[config.mk]
export PLATFORM = sky130hd
export DESIGN_NAME = fir_serial_mac
export DESIGN_NICKNAME = d
export VERILOG_FILES = /design/src/rtl/fir_pkg.sv /design/src/rtl/fir_out_quant.sv /design/src/rtl/fir_serial_mac.sv
export SDC_FILE = /design/constraint.sdc
export NUM_CORES = 1
export LEC_CHECK = 0
export CAP_MARGIN = 0
export CORE_MARGIN = 5
export CORE_UTILIZATION = 62
export CTS_CLUSTER_DIAMETER = 50
export CTS_CLUSTER_SIZE = 40
export DETAILED_ROUTE_END_ITERATION = 6
export GPL_TIMING_DRIVEN = 1
export PLACE_DENSITY_LB_ADDON = 0.15
export SYNTH_ARGS = -nofsm -noshare
export SYNTH_HDL_FRONTEND = slang
export SYNTH_SLANG_ARGS = --single-unit
[constraint.sdc]
create_clock -name clk -period 22.4 [get_ports clk]
set_input_delay 4.48 -clock clk [delete_from_list [all_inputs] [get_ports clk]]
set_output_delay 4.48 -clock clk [all_outputs]
set_load 0.01 [all_outputs]
[src/rtl/fir_pkg.sv]
// Shared types and width helpers for the serial-MAC FIR family.
//   state_t   : controller states
//   idx_w     : width of a tap index
//   prod_w    : full-precision product width
//   acc_w     : accumulator width (guard bits for NUM_TAPS additions)
//   out_max/out_min : two's-complement limits of an output word
package fir_pkg;

   typedef enum logic [1:0] {IDLE, MAC, OUT} state_t;

   function automatic int unsigned idx_w(input int unsigned taps);
      return (taps > 1) ? $clog2(taps) : 1;
   endfunction

   function automatic int unsigned prod_w(input int unsigned ci, input int unsigned cf,
                                          input int unsigned ii, input int unsigned inf);
      return ci + cf + ii + inf;
   endfunction

   function automatic int unsigned acc_w(input int unsigned ci, input int unsigned ii,
                                         input int unsigned taps, input int unsigned accf);
      return ci + ii + $clog2(taps) + accf;
   endfunction

   function automatic longint out_max(input int unsigned w);
      return (longint'(1) <<< (w - 1)) - 1;
   endfunction

   function automatic longint out_min(input int unsigned w);
      return -(longint'(1) <<< (w - 1));
   endfunction

endpackage

[src/rtl/fir_out_quant.sv]
// Output quantiser: floors the accumulator to the output fraction, then either
// clamps (SAT_EN=1, with sat_o flagging a clip) or wraps by dropping MSBs.
//   acc_i  : signed accumulator, ACC_FRAC_WL fractional bits
//   data_o : signed output word, OUT_FRAC_WL fractional bits
//   sat_o  : high when data_o was clamped
module fir_out_quant
   import fir_pkg::*;
#(
   parameter int unsigned ACC_W       = 26,
   parameter int unsigned ACC_FRAC_WL = 16,
   parameter int unsigned OUT_INTE_WL = 4,
   parameter int unsigned OUT_FRAC_WL = 8,
   parameter bit          SAT_EN      = 1'b1
) (
   input  logic [ACC_W-1:0]                   acc_i,
   output logic [OUT_INTE_WL+OUT_FRAC_WL-1:0] data_o,
   output logic                               sat_o
);

   localparam int unsigned OW = OUT_INTE_WL + OUT_FRAC_WL;
   localparam int unsigned SH = ACC_FRAC_WL - OUT_FRAC_WL;
   localparam int unsigned QW = ACC_W - SH;
   // Extra OW sign bits make the range compare safe for any format mix.
   localparam int unsigned EW = QW + OW;

   localparam logic signed [EW-1:0] MAX_E = EW'(out_max(OW));
   localparam logic signed [EW-1:0] MIN_E = EW'(out_min(OW));

   logic signed [EW-1:0] q_ext;
   logic                 unused_acc;

   // Dropping the low SH bits of a two's-complement value is a floor.
   assign q_ext      = {{OW{acc_i[ACC_W-1]}}, acc_i[ACC_W-1:SH]};
   assign unused_acc = ^acc_i;

   if (SAT_EN) begin : g_sat
      always_comb begin
         data_o = q_ext[OW-1:0];
         sat_o  = 1'b0;
         if (q_ext > MAX_E) begin
            data_o = MAX_E[OW-1:0];
            sat_o  = 1'b1;
         end else if (q_ext < MIN_E) begin
            data_o = MIN_E[OW-1:0];
            sat_o  = 1'b1;
         end
      end
   end else begin : g_wrap
      logic unused_hi;
      assign unused_hi = ^q_ext;
      assign data_o    = q_ext[OW-1:0];
      assign sat_o     = 1'b0;
   end

endmodule

[src/rtl/fir_serial_mac.sv]
// Time-multiplexed FIR: one multiply-accumulate per cycle over NUM_TAPS taps,
// runtime-writable coefficient bank, valid/ready on input and output.
//   clk, rst                       : clock, async active-high reset
//   data_in, in_valid, in_ready    : sample input handshake
//   coe_wr_en/addr/data            : coefficient write port (honoured in IDLE only)
//   data_out, out_valid, out_ready : result output handshake
//   sat_flag                       : data_out was clipped
module fir_serial_mac
   import fir_pkg::*;
#(
   parameter int unsigned NUM_TAPS    = 16,
   parameter int unsigned COE_INTE_WL = 4,
   parameter int unsigned COE_FRAC_WL = 8,
   parameter int unsigned IN_INTE_WL  = 4,
   parameter int unsigned IN_FRAC_WL  = 8,
   parameter int unsigned OUT_INTE_WL = 4,
   parameter int unsigned OUT_FRAC_WL = 8,
   parameter int unsigned ACC_FRAC_WL = 16,
   parameter bit          SAT_EN      = 1'b1
) (
   input  logic                               clk,
   input  logic                               rst,
   input  logic [IN_INTE_WL+IN_FRAC_WL-1:0]   data_in,
   input  logic                               in_valid,
   output logic                               in_ready,
   input  logic                               coe_wr_en,
   input  logic [idx_w(NUM_TAPS)-1:0]         coe_wr_addr,
   input  logic [COE_INTE_WL+COE_FRAC_WL-1:0] coe_wr_data,
   output logic [OUT_INTE_WL+OUT_FRAC_WL-1:0] data_out,
   output logic                               out_valid,
   input  logic                               out_ready,
   output logic                               sat_flag
);

   localparam int unsigned IW    = IN_INTE_WL + IN_FRAC_WL;
   localparam int unsigned CW    = COE_INTE_WL + COE_FRAC_WL;
   localparam int unsigned OW    = OUT_INTE_WL + OUT_FRAC_WL;
   localparam int unsigned AW    = idx_w(NUM_TAPS);
   localparam int unsigned PW    = prod_w(COE_INTE_WL, COE_FRAC_WL, IN_INTE_WL, IN_FRAC_WL);
   localparam int unsigned PSH   = COE_FRAC_WL + IN_FRAC_WL - ACC_FRAC_WL;
   localparam int unsigned TW    = PW - PSH;
   localparam int unsigned ACC_W = acc_w(COE_INTE_WL, IN_INTE_WL, NUM_TAPS, ACC_FRAC_WL);

   state_t            state_q, state_d;
   logic [IW-1:0]     x_q [NUM_TAPS];
   logic [CW-1:0]     c_q [NUM_TAPS];
   logic [ACC_W-1:0]  acc_q, acc_d;
   logic [AW-1:0]     k_q, k_d;
   logic [OW-1:0]     dout_q;
   logic              sat_q;

   logic [IW-1:0]     x_k;
   logic [CW-1:0]     c_k;
   logic signed [PW-1:0] prod;
   logic [ACC_W-1:0]  prod_ext;
   logic [ACC_W-1:0]  acc_sum;
   logic              last_tap;
   logic              accept;
   logic              coe_wr_ok;
   logic              load_out;
   logic [OW-1:0]     q_data;
   logic              q_sat;
   logic              unused_prod;

   assign x_k = x_q[k_q];
   assign c_k = c_q[k_q];

   assign prod = $signed({{CW{x_k[IW-1]}}, x_k}) * $signed({{IW{c_k[CW-1]}}, c_k});
   // Keep the top TW bits (floor to ACC_FRAC_WL), then sign-extend into the accumulator.
   assign prod_ext    = {{(ACC_W-TW){prod[PW-1]}}, prod[PW-1:PSH]};
   assign acc_sum     = acc_q + prod_ext;
   assign unused_prod = ^prod;

   assign last_tap  = (k_q == AW'(NUM_TAPS - 1));
   assign accept    = in_valid && (state_q == IDLE);
   assign coe_wr_ok = coe_wr_en && (state_q == IDLE) &&
                      ({{(32-AW){1'b0}}, coe_wr_addr} < NUM_TAPS);

   always_comb begin
      state_d  = state_q;
      acc_d    = acc_q;
      k_d      = k_q;
      load_out = 1'b0;
      unique case (state_q)
         IDLE: begin
            if (in_valid) begin
               acc_d   = '0;
               k_d     = '0;
               state_d = MAC;
            end
         end
         MAC: begin
            acc_d = acc_sum;
            k_d   = k_q + AW'(1);
            if (last_tap) begin
               state_d  = OUT;
               load_out = 1'b1;
            end
         end
         OUT: begin
            if (out_ready) state_d = IDLE;
         end
         default: state_d = IDLE;
      endcase
   end

   // Quantise the final sum so data_out is already valid on the first OUT cycle.
   fir_out_quant #(
      .ACC_W      (ACC_W),
      .ACC_FRAC_WL(ACC_FRAC_WL),
      .OUT_INTE_WL(OUT_INTE_WL),
      .OUT_FRAC_WL(OUT_FRAC_WL),
      .SAT_EN     (SAT_EN)
   ) u_quant (
      .acc_i (acc_sum),
      .data_o(q_data),
      .sat_o (q_sat)
   );

   always_ff @(posedge clk or posedge rst) begin
      if (rst) begin
         state_q <= IDLE;
         acc_q   <= '0;
         k_q     <= '0;
         dout_q  <= '0;
         sat_q   <= 1'b0;
         for (int i = 0; i < NUM_TAPS; i++) begin
            x_q[i] <= '0;
            c_q[i] <= '0;
         end
      end else begin
         state_q <= state_d;
         acc_q   <= acc_d;
         k_q     <= k_d;
         if (load_out) begin
            dout_q <= q_data;
            sat_q  <= q_sat;
         end
         if (accept) begin
            x_q[0] <= data_in;
            for (int i = 1; i < NUM_TAPS; i++) x_q[i] <= x_q[i-1];
         end
         if (coe_wr_ok) c_q[coe_wr_addr] <= coe_wr_data;
      end
   end

   assign in_ready  = (state_q == IDLE);
   assign out_valid = (state_q == OUT);
   assign data_out  = dout_q;
   assign sat_flag  = sat_q;

endmodule

**After elaboration in Yosys (flattened, before gate mapping)**

Index checks and enable logic that the tools add are counted.

- $add $sub $neg: 2
- Multiply operators: 1
- Magnitude comparators: 5
- Equal/unequal tests: 6
- Multiplexer cells: 23
- Bitwise logic cells: 2
- Reductions and logical operators: 7

Operator list:

| kind | number |
|---|---|
| bitwise mux 192 bit | 1 |
| binary-select mux 12 bit (select 4 bit) | 2 |
| 2-to-1 mux 12 bit | 7 |
| case mux 28 bit (2 select lines) | 1 |
| demux 12 bit (select 4 bit) | 1 |
| adder 28 bit | 1 |
| 2-to-1 mux 28 bit | 1 |
| multiplier 12 x 12 -> 24 bit | 1 |
| greater-than comparator 20 x 12 -> 1 bit, second input constant | 1 |
| less-than comparator 20 x 12 -> 1 bit, second input constant | 1 |
| >= comparator 5 bit, second input constant | 2 |
| NOT 4 -> 5 bit | 2 |
| case mux 4 bit (2 select lines) | 1 |
| 2-to-1 mux 2 bit | 3 |
| case mux 2 bit (3 select lines) | 1 |
| less-than comparator 5 x 1 -> 1 bit, second input constant | 1 |
| adder 4 x 1 -> 4 bit, second input constant | 1 |
| equality test 4 bit, second input constant | 1 |
| 2-to-1 mux 1 bit | 4 |
| 2-to-1 mux 4 bit | 1 |
| inequality test 2 bit, second input constant | 2 |
| logical AND 1 bit | 3 |
| AND reduction 3 bit | 1 |
| equality test 2 x 1 -> 1 bit, second input constant | 1 |
| 5 further kinds | 5 |

- Register bits after elaboration: 431
- Bits of input ports: 33
- Output and inout bits: 15
- Word-level logic and storage cells: 83

**Logic depth before layout (Yosys ltp)**

Gate-level depths: netlist of run 1.

- Depth in word-level cells: 9
- Gate-level depth with buffers: 42
- Gate-level depth less buffers: 37

**Hierarchy**

From an unflattened synthesis of run 1, not the netlist that was laid out.

- Cell total of the unflattened synthesis: 2,434
- Area total of the unflattened synthesis: 26,151.3 µm²

By module, submodules not included:

| module | instances | cells an instance | area each (µm²) | sequential area each (µm²) |
|---|---|---|---|---|
| fir_serial_mac | 1 | 2,400 | 25,918.6 | 10,785.3 |
| fir_out_quant | 1 | 34 | 232.7 | 0.0 |

**Worst setup path after synthesis of run 1**

No wires, ideal clock.

- Path type: reg2reg
- Start: register k_q[0]
- End: register dout_q[0], in the netlist data_out[0]
- Library setup time: 0.080 ns
- Arrival time: 9.079 ns
- Data required time: 22.320 ns
- Path slack: 13.241 ns
- Cell stages (with the launch flop): 34
- Path buffers: 6
- Period minus slack after synthesis: 9.159 ns
- Cell sequence: dfrtp_1 buf_2 buf_2 buf_2 mux4_2 mux2_2 o21ai_0 clkbuf_1 nor2_1 fa_1 fa_1 fa_1 fa_1 inv_1 fa_1 inv_1 ha_1 a21o_1 a311oi_1 o21ai_0 nand3_1 or3b_2 ha_1 buf_4 a21oi_1 o21ai_1 nor3_1 o211ai_1 a21o_1 or4_1 nor3_2 a31oi_1 buf_6 o22ai_2

- Word-level cells in the longest chain between the ends: 9
- Elaborated cells on any way between the ends: 16
- Classes of those cells: add/sub (1); mul (1); order compare (2); eq/ne (1); mux (10); bitwise (1)

RTL lines:

| what | line | source |
|---|---|---|
| start: declaration | fir_serial_mac.sv:48 | `logic [AW-1:0] k_q, k_d;` |
| start signal: assignment | fir_serial_mac.sv:134 | `k_q <= k_d;` |
| NOT 4 -> 5 bit (implied by the code) | fir_serial_mac.sv:65, fir_serial_mac.sv:66 |  |
| binary-select mux 12 bit (select 4 bit) (on tied branches) | fir_serial_mac.sv:65, fir_serial_mac.sv:66 |  |
| 2-to-1 mux 12 bit (on tied branches) (2 in series) | fir_serial_mac.sv:65, fir_serial_mac.sv:66 |  |
| multiplier 12 x 12 -> 24 bit | fir_serial_mac.sv:68 | `assign prod = $signed({{CW{x_k[IW-1]}}, x_k}) * $signed({{IW{c_k[CW-1]}}, c_k});` |
| adder 28 bit | fir_serial_mac.sv:71 | `assign acc_sum = acc_q + prod_ext;` |
| less-than comparator 20 x 12 -> 1 bit | fir_out_quant.sv:43 | `end else if (q_ext < MIN_E) begin` |
| 2-to-1 mux 12 bit | fir_out_quant.sv:43 |  |
| 2-to-1 mux 12 bit | fir_out_quant.sv:40 | `if (q_ext > MAX_E) begin` |
| end signal: assignment | fir_serial_mac.sv:136 | `dout_q <= q_data;` |
| end: declaration | fir_serial_mac.sv:49 | `logic [OW-1:0] dout_q;` |

Several ways; a longest one is shown, not always the timed one. The select of a mux whose other input is x is not followed.
A chain may end at the register's enable or synchronous reset.

**Worst setup path in the final report of run 1**

- Start: register k_q[0]
- End: register dout_q[10], in the netlist data_out[10]

Same word-level chain as after synthesis.

==> reports/metrics.csv, run 1 <==
metric,value,unit
max incr delay on CP,0.83,ns
final setup vio count,0,
Worst slew margin,28.43,%
Hold Fails Final Rpt,0,
Max clock buf depth,3,
CTS H-tree depth,2,
worst path arrival time,11.92,ns
core footprint,41950,sq um
initial antenna violation count,0,
number of synthesized flops with an enable pin,0,
top_reg_cell synth,dfrtp_1,
RSZ-0062 raised after global routing,false,
Clock Sinks,431,
number of synthesized register bits,431,
Die Area,46590,sq um
Worst setup SP type,flip-flop,
Setup Skew,0.05369,ns
remaining antenna violation count,0,
vias in the first global route,18210,
fin nets,2688,
Worst-path clk slew,0.09,ns
Syn Inst Count,2470,
I/O pin cnt,48,
cts hold-fix bufs,0,
CP max stage cell,buf_4,
CP Launch Point,k_q[0]$_DFFE_PP0P_,
asr flop ratio synth,100.0,%
FP Rows,75,
Worst-Margin Slew,1.073,ns
Placer Congestion,0.8871,
Via Count,17570,
Max Fanout on Critical Path,46,
crit path time final,11.50,ns
"Setup Fix Bufs, Post-CTS",0,
area grow syn2layout,8.981,%
Post-Syn Nets,2722,
routed len/inst,19.24,microns
CP Class,reg2reg,
PostCTS Resize Cnt,0,
most frequent standard cell in the layout excluding fill and tap cells,nand2_1,
Initial Utilization,62.64,%
cell taking the most area after synthesis,dfrtp_1,
largest net degree at the start of global routing,208,
crit path capture,data_out[10]$_DFFE_PP0P_,
"Clk Latency, worst-skew pair",0.62,ns
Worst R2R Setup Slack,10.90,ns
TritonCTS clock tree,built,
Slew Limit Fails,0,
"top cells by area, synth","dfrtp_1 (41%), fa_1 (11%), nand2_1 (10%)",
n_diodes,0,
first-pass GRT wire length,96910,microns
Setup crit end kind,flip-flop,
status,finished clean,
YS warnings,0,
Fmax,86.95,MHz
hold crit path type,reg2reg,
layout cell share with drive strength beyond 1,18.70,%
grt ovf,0,
CTS buffer count,42,
GR Util All Layers,25.54,%
PortBufs,47,
"most used cell, CP",fa_1,
synth unique cells,73,
Post-Synthesis Cell Area,26270,sq um
DR DRC count,0,
Post-Route WL,57880,microns
CP Data Required Time,22.82,ns
Final Cycle Share,51.34,%
hpwl dp,38500,microns
post-place setup slack,10.89,ns
Root Driver,clkbuf_16,
Total Neg Setup Slack,0,ns
Critical R2R Launch,k_q[0]$_DFFE_PP0P_,
max-cap viol count,0,
most frequent cells in the layout,"nand2_1 (728), dfrtp_1 (428), inv_1 (204), mux2_2 (196), fa_1 (139)",
Iter 0 DRT Violations,1310,
R2R Path End,data_out[10]$_DFFE_PP0P_,
Mean Syn Cell Area,10.64,sq um
Yosys top cell area share,41.05,%
Reg2Reg Depth,30,
setup ws final,10.90,ns
Die W,215.9,microns
Via density,5.839,
DIE HEIGHT,215.9,microns
iteration count of the initial detailed-routing pass,5,
"Seq/Total Area, Yosys",41.05,%
## Yosys cell counts (all sizes together), types with 11 or more instances
master / number
a21o: 13
a21oi: 41
and2: 26
buf: 35
clkbuf: 108
dfrtp: 431
fa: 139
ha: 80
inv: 205
mux2: 196
mux4: 116
nand2: 730
nand2b: 19
nand3: 40
nor2: 59
nor2b: 23
nor3: 11
o21ai: 60
o22ai: 11
xnor2: 32
xor2: 11
## area by class of cell
type	instances	area (sq um)
flip-flops and latches	431	10790
inverters	205	777.0
clock inverters	33	483.0
multi-input cells	1691	14180
well taps	539	674.4
fillers	3106	13310
repair buffers	65	618.1
clock buffers	45	1104
## kinds of logic after synthesis
kind of cell,after synthesis,share of synthesized area [%]
and+or+nand+nor,936,14.75
buffers and inverters,348,5.148
AOI/OAI and AO/OA,177,4.662
muxes,316,18.50
DFF,431,41.05
xor gates and xnor gates,43,1.491
adders and majority gates,219,14.40
## registers in the layout, indices dropped and copies added (netlist names)
register  count
acc_q        28
c_q         192
data_out     12
k_q           4
sat_flag      1
state_q       2
x_q         192
## per-layer routing
metal | up-vias | wire [microns] | global-route usage [%] | part of all wire [%]
li1 | 8055 | - | - | -
met1 | 9039 | 25300 | 36.56 | 44
met2 | 387 | 28260 | 41.12 | 49
met3 | 88 | 2787 | 4.260 | 4.8
met4 | 0 | 1531 | 7.297 | 2.6
met5 | - | 0 | 0 | 0
## through the flow
stage / cells / hold WS [ns] / utilization, % / instance area, sq um
global route: 3009 / 0.4979 / 68.26 / 28630
global placement: 2931 / 0.4525 / 64.48 / 27050
floorplan: 2470 / 0.4406 / - / 26270
CTS: 3009 / 0.4729 / 68.26 / 28630
detailed placement: 2931 / 0.4574 / 64.48 / 27050
finish: 3009 / 0.4692 / 68.26 / 28630
## worst min path at each step
stage,from,endpoint,slack (ns),cells past startpoint
final,x_q[123]$_DFFE_PP0P_,x_q[111]$_DFFE_PP0P_,0.47,2
after floorplan,x_q[0]$_DFFE_PP0P_,x_q[0]$_DFFE_PP0P_,0.44,2
after CTS,x_q[123]$_DFFE_PP0P_,x_q[111]$_DFFE_PP0P_,0.47,2
after global placement,x_q[2]$_DFFE_PP0P_,x_q[2]$_DFFE_PP0P_,0.45,2
after global routing,x_q[87]$_DFFE_PP0P_,x_q[75]$_DFFE_PP0P_,0.50,2
after detailed placement,x_q[2]$_DFFE_PP0P_,x_q[2]$_DFFE_PP0P_,0.46,2
## critical path: cells and delay by family, from the launching register on
family,cells,cell delay (ns)
buffers and inverters,6,1.87
AND/OR/NAND/NOR,6,1.22
flip-flops,1,0.62
adder cells (fa/ha/maj),7,3.25
AO/OA/AOI/OAI,9,3.42
multiplexers,2,0.88
Power of run 1 is not shown: default switching activity piles up to over one toggle a cycle in this logic, so the estimate is an artifact.
==> run 2: changes to the inputs <==
--- a/config.mk
+++ b/config.mk
@@ -7,7 +7,7 @@
 export LEC_CHECK = 0
 export CAP_MARGIN = 0
 export CORE_MARGIN = 5
-export CORE_UTILIZATION = 62
+export CORE_UTILIZATION = 58
 export CTS_CLUSTER_DIAMETER = 50
 export CTS_CLUSTER_SIZE = 40
 export DETAILED_ROUTE_END_ITERATION = 6
==> constraint.sdc (replaced) <==
create_clock -name clk -period 9.2 [get_ports clk]
set_input_delay 1.84 -clock clk [delete_from_list [all_inputs] [get_ports clk]]
set_output_delay 1.84 -clock clk [all_outputs]
set_load 0.01 [all_outputs]
==> run 2 against run 1 <==
Flip-flop and latch count unchanged. Via count increased by 2.1%. Critical path depth increased by 1. Clock-buffer cell count increased by 1.
==> reports/metrics.csv, run 2 (synthesized netlist as in run 1, its figures left out) <==
metric,value,unit,change
area grow syn2layout,13.31,%,
DR DRC count,0,,unchanged
GR Util All Layers,24.20,%,-1.3 points
Worst setup SP type,flip-flop,,
hold crit path type,reg2reg,,
CP max stage cell,mux4_2,,
CTS buffer count,43,,+2.4%
Via Count,17940,,+2.1%
Slew Limit Fails,0,,unchanged
Hold Fails Final Rpt,0,,unchanged
most frequent cells in the layout,"nand2_1 (726), dfrtp_1 (427), inv_1 (202), mux2_2 (196), fa_1 (138)",,
Worst slew margin,25.21,%,-3.2 points
Via density,5.669,,-2.9%
FP Rows,78,,+4.0%
crit path time final,9.016,ns,-2.485 ns
Final Util,66.03,%,-2.2 points
Clock Sinks,431,,unchanged
final setup vio count,0,,unchanged
initial antenna violation count,2,,+2
Root Driver,clkbuf_16,,
Die Area,49660,sq um,+6.6%
Worst-path clk slew,0.07,ns,-0.02 ns
Worst-Margin Slew,1.122,ns,+0.04832 ns
storage element area,10800,sq um,about the same
CTS H-tree depth,2,,unchanged
Fmax,110.9,MHz,+28%
first-pass GRT wire length,98040,microns,+1.2%
worst path arrival time,9.50,ns,-2.42 ns
CP Class,reg2reg,,
most frequent standard cell in the layout excluding fill and tap cells,nand2_1,,
TritonCTS clock tree,built,,
DIE HEIGHT,222.8,microns,+3.2%
status,finished clean,,
Die W,222.8,microns,+3.2%
CP Buf/Inv Count,5,,-1
core footprint,45090,sq um,+7.5%
Initial Utilization,58.27,%,-4.4 points
Max Fanout on Critical Path,12,,-74%
layout cell share with drive strength beyond 1,22.82,%,+4.1 points
Placer Congestion,0.8900,,+0.33%
Setup crit end kind,flip-flop,,
max incr delay on CP,0.65,ns,-0.18 ns
PortBufs,47,,unchanged
I/O pin cnt,48,,unchanged
iteration count of the initial detailed-routing pass,5,,unchanged
hpwl dp,41110,microns,+6.8%
FILL cells,3448,,+11%
CP top delay family,adder cells,,
vias in the first global route,18500,,+1.6%
max-cap viol count,0,,unchanged
Post-Route WL,61100,microns,+5.6%
CP Data Required Time,9.69,ns,-13.13 ns
grt ovf,0,,unchanged
remaining antenna violation count,0,,unchanged
"Clk Latency, worst-skew pair",0.59,ns,-0.03 ns
Iter 0 DRT Violations,1396,,+6.6%
fin nets,2782,,+3.5%
largest net degree at the start of global routing,142,,-32%
Setup Skew,0.03705,ns,-0.01664 ns
Final Cycle Share,98.00,%,+47 points
"most used cell, CP",fa_1,,
routed len/inst,19.31,microns,+0.38%
n_diodes,0,,unchanged
top flop regs,"c_q: 192 flops, x_q: 192 flops, acc_q: 28 flops",,
Max clock buf depth,3,,unchanged
area of the multi-input gates,14390,sq um,+1.4%
cts hold-fix bufs,0,,unchanged
## run 2: cell types whose count changed in the layout (fill, tap and decap cells not counted), moves of 4 or more
cell	previous run	this run
buf_6	0	5
clkinvlp_4	1	6
clkbuf_16	43	47
buf_4	17	88
a21oi_1	37	29
o21ai_0	51	47
clkinv_4	2	7
buf_12	1	9
a21oi_2	3	11
inv_8	6	2
## run 2: worst paths after layout
| kind | start | endpoint | slack [ns] | cells after the start |
|---|---|---|---|---|
| setup / recovery | k_q[0]$_DFFE_PP0P_ | data_out[6]$_DFFE_PP0P_ | 0.18 | 31 |
| hold / removal | x_q[9]$_DFFE_PP0P_ | x_q[9]$_DFFE_PP0P_ | 0.48 | 2 |
| setup reg to reg | k_q[0]$_DFFE_PP0P_ | data_out[6]$_DFFE_PP0P_ | 0.18 | 31 |
| hold reg to reg | x_q[9]$_DFFE_PP0P_ | x_q[9]$_DFFE_PP0P_ | 0.48 | 2 |
| max in group asynchronous | rst | acc_q[16]$_DFFE_PP0P_ | 5.52 | 4 |
| min in group asynchronous | rst | x_q[58]$_DFFE_PP0P_ | 1.70 | 2 |
## run 2: metrics by stage
step / instances / setup WS (ns) / hold slack (ns) / setup TNS [ns] / area [sq um]
floorplan: 2470 / 0.04137 / 0.4406 / 0 / 26280
global placement: 3049 / 0.2682 / 0.4514 / 0 / 27640
detailed placement: 3049 / 0.1112 / 0.4623 / 0 / 27640
CTS: 3128 / 0.05742 / 0.4787 / 0 / 29150
global route: 3164 / -0.1185 / 0.5001 / -1.100 / 29770
finish: 3164 / 0.1840 / 0.4765 / 0 / 29770
## run 2: worst min-delay path: cells and delay by family, from the launching register on
kind             cells  cell delay (ns)
AND/OR/NAND/NOR      2             0.11
flip-flops           1             0.34
## run 2: area by class of cell
class,count,share of cell area [%]
sequential,431,36.26
timing repair buffer,156,5.207
inverter,205,2.597
multi-input combinational,1693,48.33
tap,600,2.522
clock buffer,46,3.720
clock inverter,33,1.366
## run 2: per-layer routing
metal  track usage (%)  vias to the layer above  wire [microns]
li1                  -                     8260               -
met1             34.93                     9171           27460
met2             38.52                      387           29120
met3             3.382                      114            2592
met4             7.925                        4            1883
met5                 0                        -              33
## run 2: timing repair
action,in CTS,in global routing
endpoints found under the hold margin,0,0
gates resized for setup,0,55
setup endpoints to repair,0,15
buffers inserted,0,29
Power of run 2 is left out for the same reason.
